[src/rtl/common_types_pkg.sv]
// Shared execute-stage types and small helpers.
package common_types_pkg;

   // Sequencer states of the iterative multiplier
   typedef enum logic [1:0] {
      IDLE   = 2'd0,
      BUSY   = 2'd1,
      FINISH = 2'd2
   } mult_state_t;

   // Magnitude of a 32-bit operand; 0x80000000 maps to itself, read as unsigned 2^31
   function automatic logic [31:0] mag32(input logic [31:0] v, input logic is_signed);
      return (is_signed && v[31]) ? (~v + 32'd1) : v;
   endfunction

endpackage

[src/rtl/execute_mult_unit.sv]
// Iterative shift-add multiplier for MUL/MULH/MULHSU/MULHU in the execute stage.
// Multiplies operand magnitudes, then applies the sign to the 64-bit product.
//
// state  | meaning
// -------+-----------------------------------------------------------------
// IDLE   | waiting for start; captures magnitudes, sign and half select
// BUSY   | retires BITS_PER_CYCLE multiplier bits per cycle for ITERS cycles
// FINISH | done pulse; result stable; always returns to IDLE
module execute_mult_unit
   import common_types_pkg::*;
#(
   parameter int BITS_PER_CYCLE = 2
) (
   input  logic        clk,
   input  logic        rst,
   input  logic        start,
   input  logic        flush,
   input  logic        mult_half,
   input  logic        signed_a,
   input  logic        signed_b,
   input  logic [31:0] a,
   input  logic [31:0] b,
   output logic        stall,
   output logic        done,
   output logic [31:0] result
);

   localparam int ITERS = 32 / BITS_PER_CYCLE;
   localparam int CNT_W = $clog2(ITERS);
   localparam int SUM_W = 32 + BITS_PER_CYCLE;
   localparam logic [CNT_W-1:0] LAST_CNT = CNT_W'(ITERS - 1);

   mult_state_t                state;
   logic [CNT_W-1:0]           cnt;
   logic [63:0]                acc;
   logic [31:0]                mcand;
   logic [31:0]                mplier;
   logic                       neg;
   logic                       half_q;
   logic [31:0]                result_q;
   logic                       done_q;

   logic [BITS_PER_CYCLE-1:0]  digit;
   logic [SUM_W-1:0]           pp;
   logic [SUM_W-1:0]           sum;
   logic [63:0]                acc_next;
   logic [63:0]                prod;
   logic [31:0]                half_sel;

   // One iteration: add |a| * digit into the upper half, then shift the whole accumulator right
   always_comb begin
      digit    = mplier[BITS_PER_CYCLE-1:0];
      pp       = {{BITS_PER_CYCLE{1'b0}}, mcand} * {{32{1'b0}}, digit};
      sum      = {{BITS_PER_CYCLE{1'b0}}, acc[63:32]} + pp;
      acc_next = {sum, acc[31:BITS_PER_CYCLE]};
      prod     = neg ? (~acc_next + 64'd1) : acc_next;
      half_sel = half_q ? prod[63:32] : prod[31:0];
   end

   // Hold the pipeline while a multiply is pending; never in FINISH, never during a flush
   always_comb begin
      stall = start & ~flush & (state != FINISH);
   end

   assign done   = done_q;
   assign result = result_q;

   // Sequencer, datapath registers and registered outputs
   always_ff @(posedge clk) begin
      if (rst) begin
         state    <= IDLE;
         cnt      <= '0;
         acc      <= '0;
         mcand    <= '0;
         mplier   <= '0;
         neg      <= 1'b0;
         half_q   <= 1'b0;
         result_q <= '0;
         done_q   <= 1'b0;
      end else begin
         done_q <= 1'b0;
         if (flush) begin
            state <= IDLE;
            cnt   <= '0;
         end else begin
            case (state)
               IDLE: begin
                  if (start) begin
                     mcand  <= mag32(a, signed_a);
                     mplier <= mag32(b, signed_b);
                     neg    <= (signed_a & a[31]) ^ (signed_b & b[31]);
                     half_q <= mult_half;
                     acc    <= '0;
                     cnt    <= '0;
                     state  <= BUSY;
                  end
               end
               BUSY: begin
                  acc    <= acc_next;
                  mplier <= mplier >> BITS_PER_CYCLE;
                  cnt    <= cnt + CNT_W'(1);
                  if (cnt == LAST_CNT) begin
                     result_q <= half_sel;
                     done_q   <= 1'b1;
                     state    <= FINISH;
                  end
               end
               FINISH: begin
                  state <= IDLE;
               end
               default: begin
                  state <= IDLE;
               end
            endcase
         end
      end
   end

endmodule
[config.mk]
export PLATFORM = sky130hd
export DESIGN_NAME = execute_mult_unit
export DESIGN_NICKNAME = d
export VERILOG_FILES = /design/src/rtl/common_types_pkg.sv /design/src/rtl/execute_mult_unit.sv
export SDC_FILE = /design/constraint.sdc
export NUM_CORES = 1
export LEC_CHECK = 0
export CAP_MARGIN = 30
export CORE_MARGIN = 2
export CORE_UTILIZATION = 40
export CTS_BUF_LIST = sky130_fd_sc_hd__clkbuf_2 sky130_fd_sc_hd__clkbuf_4 sky130_fd_sc_hd__clkbuf_8
export DETAILED_ROUTE_END_ITERATION = 6
export HOLD_SLACK_MARGIN = 0.05
export PLACE_DENSITY = 0.68
export SETUP_SLACK_MARGIN = 0.5
export SLEW_MARGIN = 20
export SYNTH_ARGS = -nofsm -noshare
export SYNTH_HDL_FRONTEND = slang
export SYNTH_SLANG_ARGS = --single-unit
[constraint.sdc]
create_clock -name clk -period 4.56 [get_ports clk]
set_clock_uncertainty 0.15 [all_clocks]
set_input_delay 1.368 -clock clk [delete_from_list [all_inputs] [get_ports clk]]
set_output_delay 1.368 -clock clk [all_outputs]
set_load 0.02 [all_outputs]
==> impl_metrics.yaml, run 1 <==
timing:
  finalSetupViolCount: 14
  worst_pin_slew_ps: 753
  final_hold_viol_count: 0
  finalWorstSetupSlack_ps: -166
  max_freq_ghz: 0.212
  finalCritPeriodShare_pct: 104
  fin_crit_ps: 4730
  relSlewSlack_pct: 49.6
  finalMaxSlewViolations: 0
  rsz0062_at_grt: "yes"
yosys:
  synth_top_area_share_pct: 28.3
  syn_area_mm2: 0.0118
  synth_cell_type_count: 75
  synth_top_cell_by_area: "dfxtp_1"
  synth.area.top_cells: "dfxtp_1, xnor2_1, nor2_1"
  yosysMostFrequentCell: "nor2_1"
  avgSynthCellArea_um2: 7.79
  ys_warn_count: 0
  syn-instance-count: 1515
  ys_ff_latch: 167
  netlist_top_cells_count: "nor2_1, dfxtp_1, nand2_1, a21oi_1, inv_1"
  async_flop_share_pct: 0
  syn-num-nets: 1655
  ys_seq_area_share_pct: 28.3
  synth_edf_count: 0
  synth_ff_type: "dfxtp_1"
outcome:
  violations: "setup timing"
  outcome: "finished with violations"
finish:
  area_delta_synth_final_pct: 31.9
  fin_cells: 2114
  fin_area_mm2: 0.0156
  fin_util_pct: 54.0
  drive_above_1_share_pct: 19.8
  antennaDiodeCount: 0
  nets: 1858
power:
  comb_power_share_pct: 23.6
  p_seq_share_pct: 44.8
  power_mw: 3.44
  internal_power_mw: 2.33
  p_per_area_mw_per_mm2: 221
  p_clk_share_pct: 31.6
  p_sw_share_pct: 32.3
  leakage_nw: 6.41
  ir_worst_vdd_v: 0.000218
  p_switching_mw: 1.11
clock_network:
  cts_tree: "built"
  root_buffer: "clkbuf_8"
  clockBufferDepth: 2
  clk_latency_ps: 470
  cts_max_level: 4
  path_clk_slew_ps: 90
  cts_num_sinks: 167
  hold_buffers: 0
  cts_buffers: 17
die:
  fp.coreArea_mm2: 0.0289
  pin_count: 105
  die_w_um: 176
  die_y_um: 176
  num_rows: 62
  die-area_mm2: 0.0309
  initial_core_util_pct: 40.9
place:
  gp_congestion: 0.953
  dp_slack_ps: -215
  io_buffers: 104
  place_inst: 2058
  dp_hpwl_um: 26900
  postPlaceCellArea_mm2: 0.0142
critical_path:
  cp-startpoint: "mplier[1]$_SDFFE_PP0P_"
  cp_slowest_cell: "fa_1"
  start_kind: "flop"
  reg2reg_from: "mplier[1]$_SDFFE_PP0P_"
  cp_cell_sequence: "and2_4 -> fa_1 -> ha_2 -> fa_2 -> or4_4 -> or3_4 -> or3_4 -> or4_4 -> or2_4 -> o31ai_2 -> xor2_1 -> a21oi_1 -> a22o_1"
  cpPeakStageDelay_ps: 500
  cp-end-kind: "flop"
  worstPathRequired_ps: 4770
  critPathArrivalTime_ps: 4940
  cp_max_fo: 5
  worstSetupPathType: "reg -> reg"
global_route:
  grt_pass1_vias: 11300
  grt_pass1_wl_um: 58600
  grt_start_max_net_pins: 66
  grt_overflow: 0
  antenna_found_initial: 0
  grtUsageTotal_pct: 23.4
routing:
  totalWireLength_um: 36900
  viasPerCell: 5.67
  dr.pass1.iters: 6
  drtIter0Drc: 921
  drc: 0
  vias: 12000
  postRouteAntennaNets: 0
  post_drt_wl_per_cell_um: 17.5
min_path:
  hold_class: "reg -> reg"
  hold_path.startpoint: "result[12]$_SDFFE_PP0P_"
job:
  cap_violations: 0
-- per-layer routing --
layer	vias up	routed length [um]	GRT usage, %
met2	429	17400	39.4
met3	69	2320	3.16
met5	-	0	0
met1	5698	16100	31.2
met4	0	1050	7.20
li1	5785	-	-
-- state kept, by name, indices dropped and copies added, names as in the netlist --
| signal | cells |
|---|---|
| half_q | 1 |
| neg | 1 |
| mcand | 32 |
| cnt | 4 |
| state | 2 |
| acc | 62 |
| done | 1 |
| mplier | 32 |
| result | 32 |
-- final timing paths --
kind	end	slack, ps	depth (start not counted)
setup / recovery	result[23]$_SDFFE_PP0P_	-170	13
hold / removal	result[12]$_SDFFE_PP0P_	300	2
setup reg to reg	result[23]$_SDFFE_PP0P_	-170	13
hold reg to reg	result[12]$_SDFFE_PP0P_	300	2
-- power groups by stage --
stage	logic (mW)	clock network [mW]	registers, mW
after CTS	0.736	1.10	1.54
after detailed placement	0.642	0	1.57
final	0.811	1.09	1.54
after floorplan	0.379	0	1.55
after global placement	0.629	0	1.57
after global routing	0.873	1.17	1.55
-- logic make-up after synthesis --
family / synth area share (%)
AND/OR/NAND/NOR: 19.1
AO/OA/AOI/OAI: 26.6
buffers and inverters: 6.47
flip-flops: 28.3
XOR/XNOR: 9.72
adder cells (fa/ha/maj): 9.35
multiplexers: 0.477
-- what timing repair did --
item,4_1_cts,5_1_grt
pin swaps,42,25
resized for setup,100,56
buffers inserted,14,11
cloned,0,0
endpoints found under the setup margin,25,47
-- placed cells by master, fill, tap and decap left out, types with 11 or more instances in the layout --
cell / netlist / layout
nand2_1: 146 / 140
a21o_1: 14 / 14
dfxtp_1: 167 / 161
nand3_1: 22 / 19
xnor2_1: 76 / 64
a22o_1: 61 / 61
o41ai_1: 17 / 14
o211ai_1: 12 / 12
a211oi_1: 66 / 59
o31ai_1: 22 / 20
or3_1: 17 / 14
o21ai_0: 68 / 55
clkbuf_8: 0 / 17
ha_1: 37 / 29
o21ai_1: 2 / 13
clkdlybuf4s50_1: 0 / 101
xnor2_2: 0 / 11
buf_6: 0 / 14
fa_1: 32 / 31
inv_1: 110 / 108
xor2_1: 55 / 49
a21oi_1: 124 / 114
buf_4: 0 / 153
and2_1: 18 / 13
nor2_1: 171 / 168
nor3_1: 36 / 27
-- stage by stage --
| step | setup TNS, ps | hold slack, ps |
|---|---|---|
| global route | -2810 | 329 |
| finish | -1050 | 304 |
| floorplan | -448 | 275 |
| CTS | -124 | 310 |
| detailed placement | -1220 | 296 |
| global placement | -274 | 290 |
-- worst max-delay path: cells and delay by family, from the launching register on --
kind	cells	cell delay (ps)
DFF	1	380
adders and majority gates	3	1140
xor gates and xnor gates	1	200
and+or+nand+nor	6	2180
AOI/OAI and AO/OA	3	580
-- cell type report --
type	instances	area (um^2)
fill	2680	13300
clock buffer	18	241
tap	384	480
inverter	110	413
timing repair buffer	277	2460
multi-input combinational	1145	8480
clock inverter	13	139
sequential	167	3350
No activity file was read; power rests on OpenSTA's default activity.
==> inputs of run 2 (changes only) <==
--- a/config.mk
+++ b/config.mk
@@ -6,7 +6,7 @@
 export NUM_CORES = 1
 export LEC_CHECK = 0
 export CAP_MARGIN = 30
-export CORE_MARGIN = 2
+export CORE_MARGIN = 1
 export CORE_UTILIZATION = 40
 export CTS_BUF_LIST = sky130_fd_sc_hd__clkbuf_2 sky130_fd_sc_hd__clkbuf_4 sky130_fd_sc_hd__clkbuf_8
 export DETAILED_ROUTE_END_ITERATION = 6
==> run 2 against run 1 <==
  * The flow still finishes with violations (setup timing)
  * Global-route usage hardly changed
  * Die area is 2.3% lower
  * Worst hold slack better by 25 ps
  * Power is 1.9% higher
  * First-iteration DRC count is 1.7% higher
  * Largest cell class unchanged
  * Largest power group unchanged
  * Maximum frequency is 0.67% higher
  * Clock-buffer cell count stayed put
  * Critical path type unchanged
  * Critical endpoint is now result[13]$_SDFFE_PP0P_
==> impl_metrics.yaml, run 2 (synthesized netlist as in run 1, its figures left out) <==
power:
  p_per_area_mw_per_mm2: 225
  p_seq_share_pct: 43.9
  p_switching_mw: 1.12
  ir_worst_vdd_v: 0.000154
  internal_power_mw: 2.39
  p_sw_share_pct: 31.9
  comb_power_share_pct: 22.2
  power_mw: 3.50
  leakage_nw: 6.40
  p_clk_share_pct: 33.9
routing:
  drtIter0Drc: 937
  totalWireLength_um: 36300
  post_drt_wl_per_cell_um: 17.1
  postRouteAntennaNets: 0
  drc: 0
  dr.pass1.iters: 5
  viasPerCell: 5.58
  vias: 11800
timing:
  worst_pin_slew_ps: 718
  max_freq_ghz: 0.213
  finalWorstSetupSlack_ps: -135
  relSlewSlack_pct: 52.1
  finalSetupViolCount: 10
  final_hold_viol_count: 0
  finalCritPeriodShare_pct: 103
  fin_crit_ps: 4690
  rsz0062_at_grt: "yes"
  finalMaxSlewViolations: 0
  tns_ps: -627
min_path:
  hold_class: "reg -> reg"
die:
  die_w_um: 174
  fp.coreArea_mm2: 0.0289
  die-area_mm2: 0.0302
  pin_count: 105
  die_y_um: 174
  num_rows: 62
  initial_core_util_pct: 40.9
critical_path:
  critPathArrivalTime_ps: 4920
  worstPathRequired_ps: 4780
  worstSetupPathType: "reg -> reg"
  start_kind: "flop"
  worst-r2r-setup-slack_ps: -130
  cp_max_fo: 6
  cp-end-kind: "flop"
clock_network:
  clockBufferDepth: 2
  cts_buffers: 17
  path_clk_slew_ps: 100
  root_buffer: "clkbuf_8"
  clk_latency_ps: 470
  cts_max_level: 4
  cts_tree: "built"
  cts_num_sinks: 167
  hold_buffers: 0
finish:
  largest_register: "acc"
  layout_common_cells: "nor2_1, dfxtp_1, buf_4"
  nets: 1858
  area_delta_synth_final_pct: 31.8
  largest_reg_flops: 62
  fin_util_pct: 53.9
  layout.cells.most_common: "nor2_1"
  fin_cells: 2117
  drive_above_1_share_pct: 19.1
place:
  gp_congestion: 0.926
  place_inst: 2062
  dp_slack_ps: -296
  io_buffers: 104
  dp_hpwl_um: 26500
global_route:
  grt_overflow: 0
  grt_pass1_wl_um: 57200
  antenna_found_initial: 1
  grtUsageTotal_pct: 23.4
  grt_pass1_vias: 11200
  grt_start_max_net_pins: 67
outcome:
  violations: "setup timing"
  outcome: "finished with violations"
job:
  cap_violations: 0
==> run 2: power by group through the flow <==
stage	sequential (mW)	combinational, mW	clock, mW
floorplan	1.55	0.379	0
global placement	1.57	0.626	0
detailed placement	1.57	0.638	0
CTS	1.54	0.707	1.20
global route	1.54	0.839	1.26
finish	1.54	0.777	1.19
==> run 2: per-stage QoR <==
step,cell area [um^2],hold WS (ps)
final,15600,329
after floorplan,11900,275
after CTS,15100,325
after global routing,15600,345
after global placement,14200,302
after detailed placement,14200,308
==> run 2: cell type report <==
cell class / instances / area, um^2
Antenna cell: 2 / 5.00
Clock buffer: 18 / 248
Clock inverter: 14 / 184
Fill cell: 2658 / 13300
Inverter: 110 / 413
Multi-Input combinational cell: 1145 / 8400
Sequential cell: 167 / 3360
Tap cell: 384 / 480
Timing Repair Buffer: 277 / 2460
==> run 2: what timing repair did <==
| action | CTS | global route |
|---|---|---|
| buffers inserted | 11 | 9 |
| gates resized for setup | 70 | 68 |
| gates cloned | 1 | 0 |
| pin swaps | 34 | 39 |
| endpoints found under the setup margin | 27 | 45 |
==> run 2: worst paths after layout <==
path,from,cells past startpoint,endpoint
worst max-delay path,mplier[1]$_SDFFE_PP0P_,15,result[13]$_SDFFE_PP0P_
worst min-delay path,result[2]$_SDFFE_PP0P_,2,result[2]$_SDFFE_PP0P_
worst max register to register,mplier[1]$_SDFFE_PP0P_,15,result[13]$_SDFFE_PP0P_
worst min register to register,result[2]$_SDFFE_PP0P_,2,result[2]$_SDFFE_PP0P_
==> run 2: worst max-delay path, cell delays in order, from the launching register on <==
cell and delay (ps):
dfxtp_4 380, and2_4 140, fa_1 450, ha_2 200, fa_2 380, xor2_2 170, or4_4 420, or3_4 400
or3_4 370, or4_4 440, buf_4 180, o41ai_4 240, buf_4 210, xor2_2 180, o21ai_1 80, a22o_1 190
==> run 2: metal layers <==
metal | vias up | share of wire [%] | track usage (%)
li1 | 5787 | - | -
met1 | 5542 | 44 | 31.1
met2 | 414 | 47 | 38.2
met3 | 71 | 5.7 | 3.38
met4 | 0 | 3.1 | 9.50
met5 | - | 0 | 0
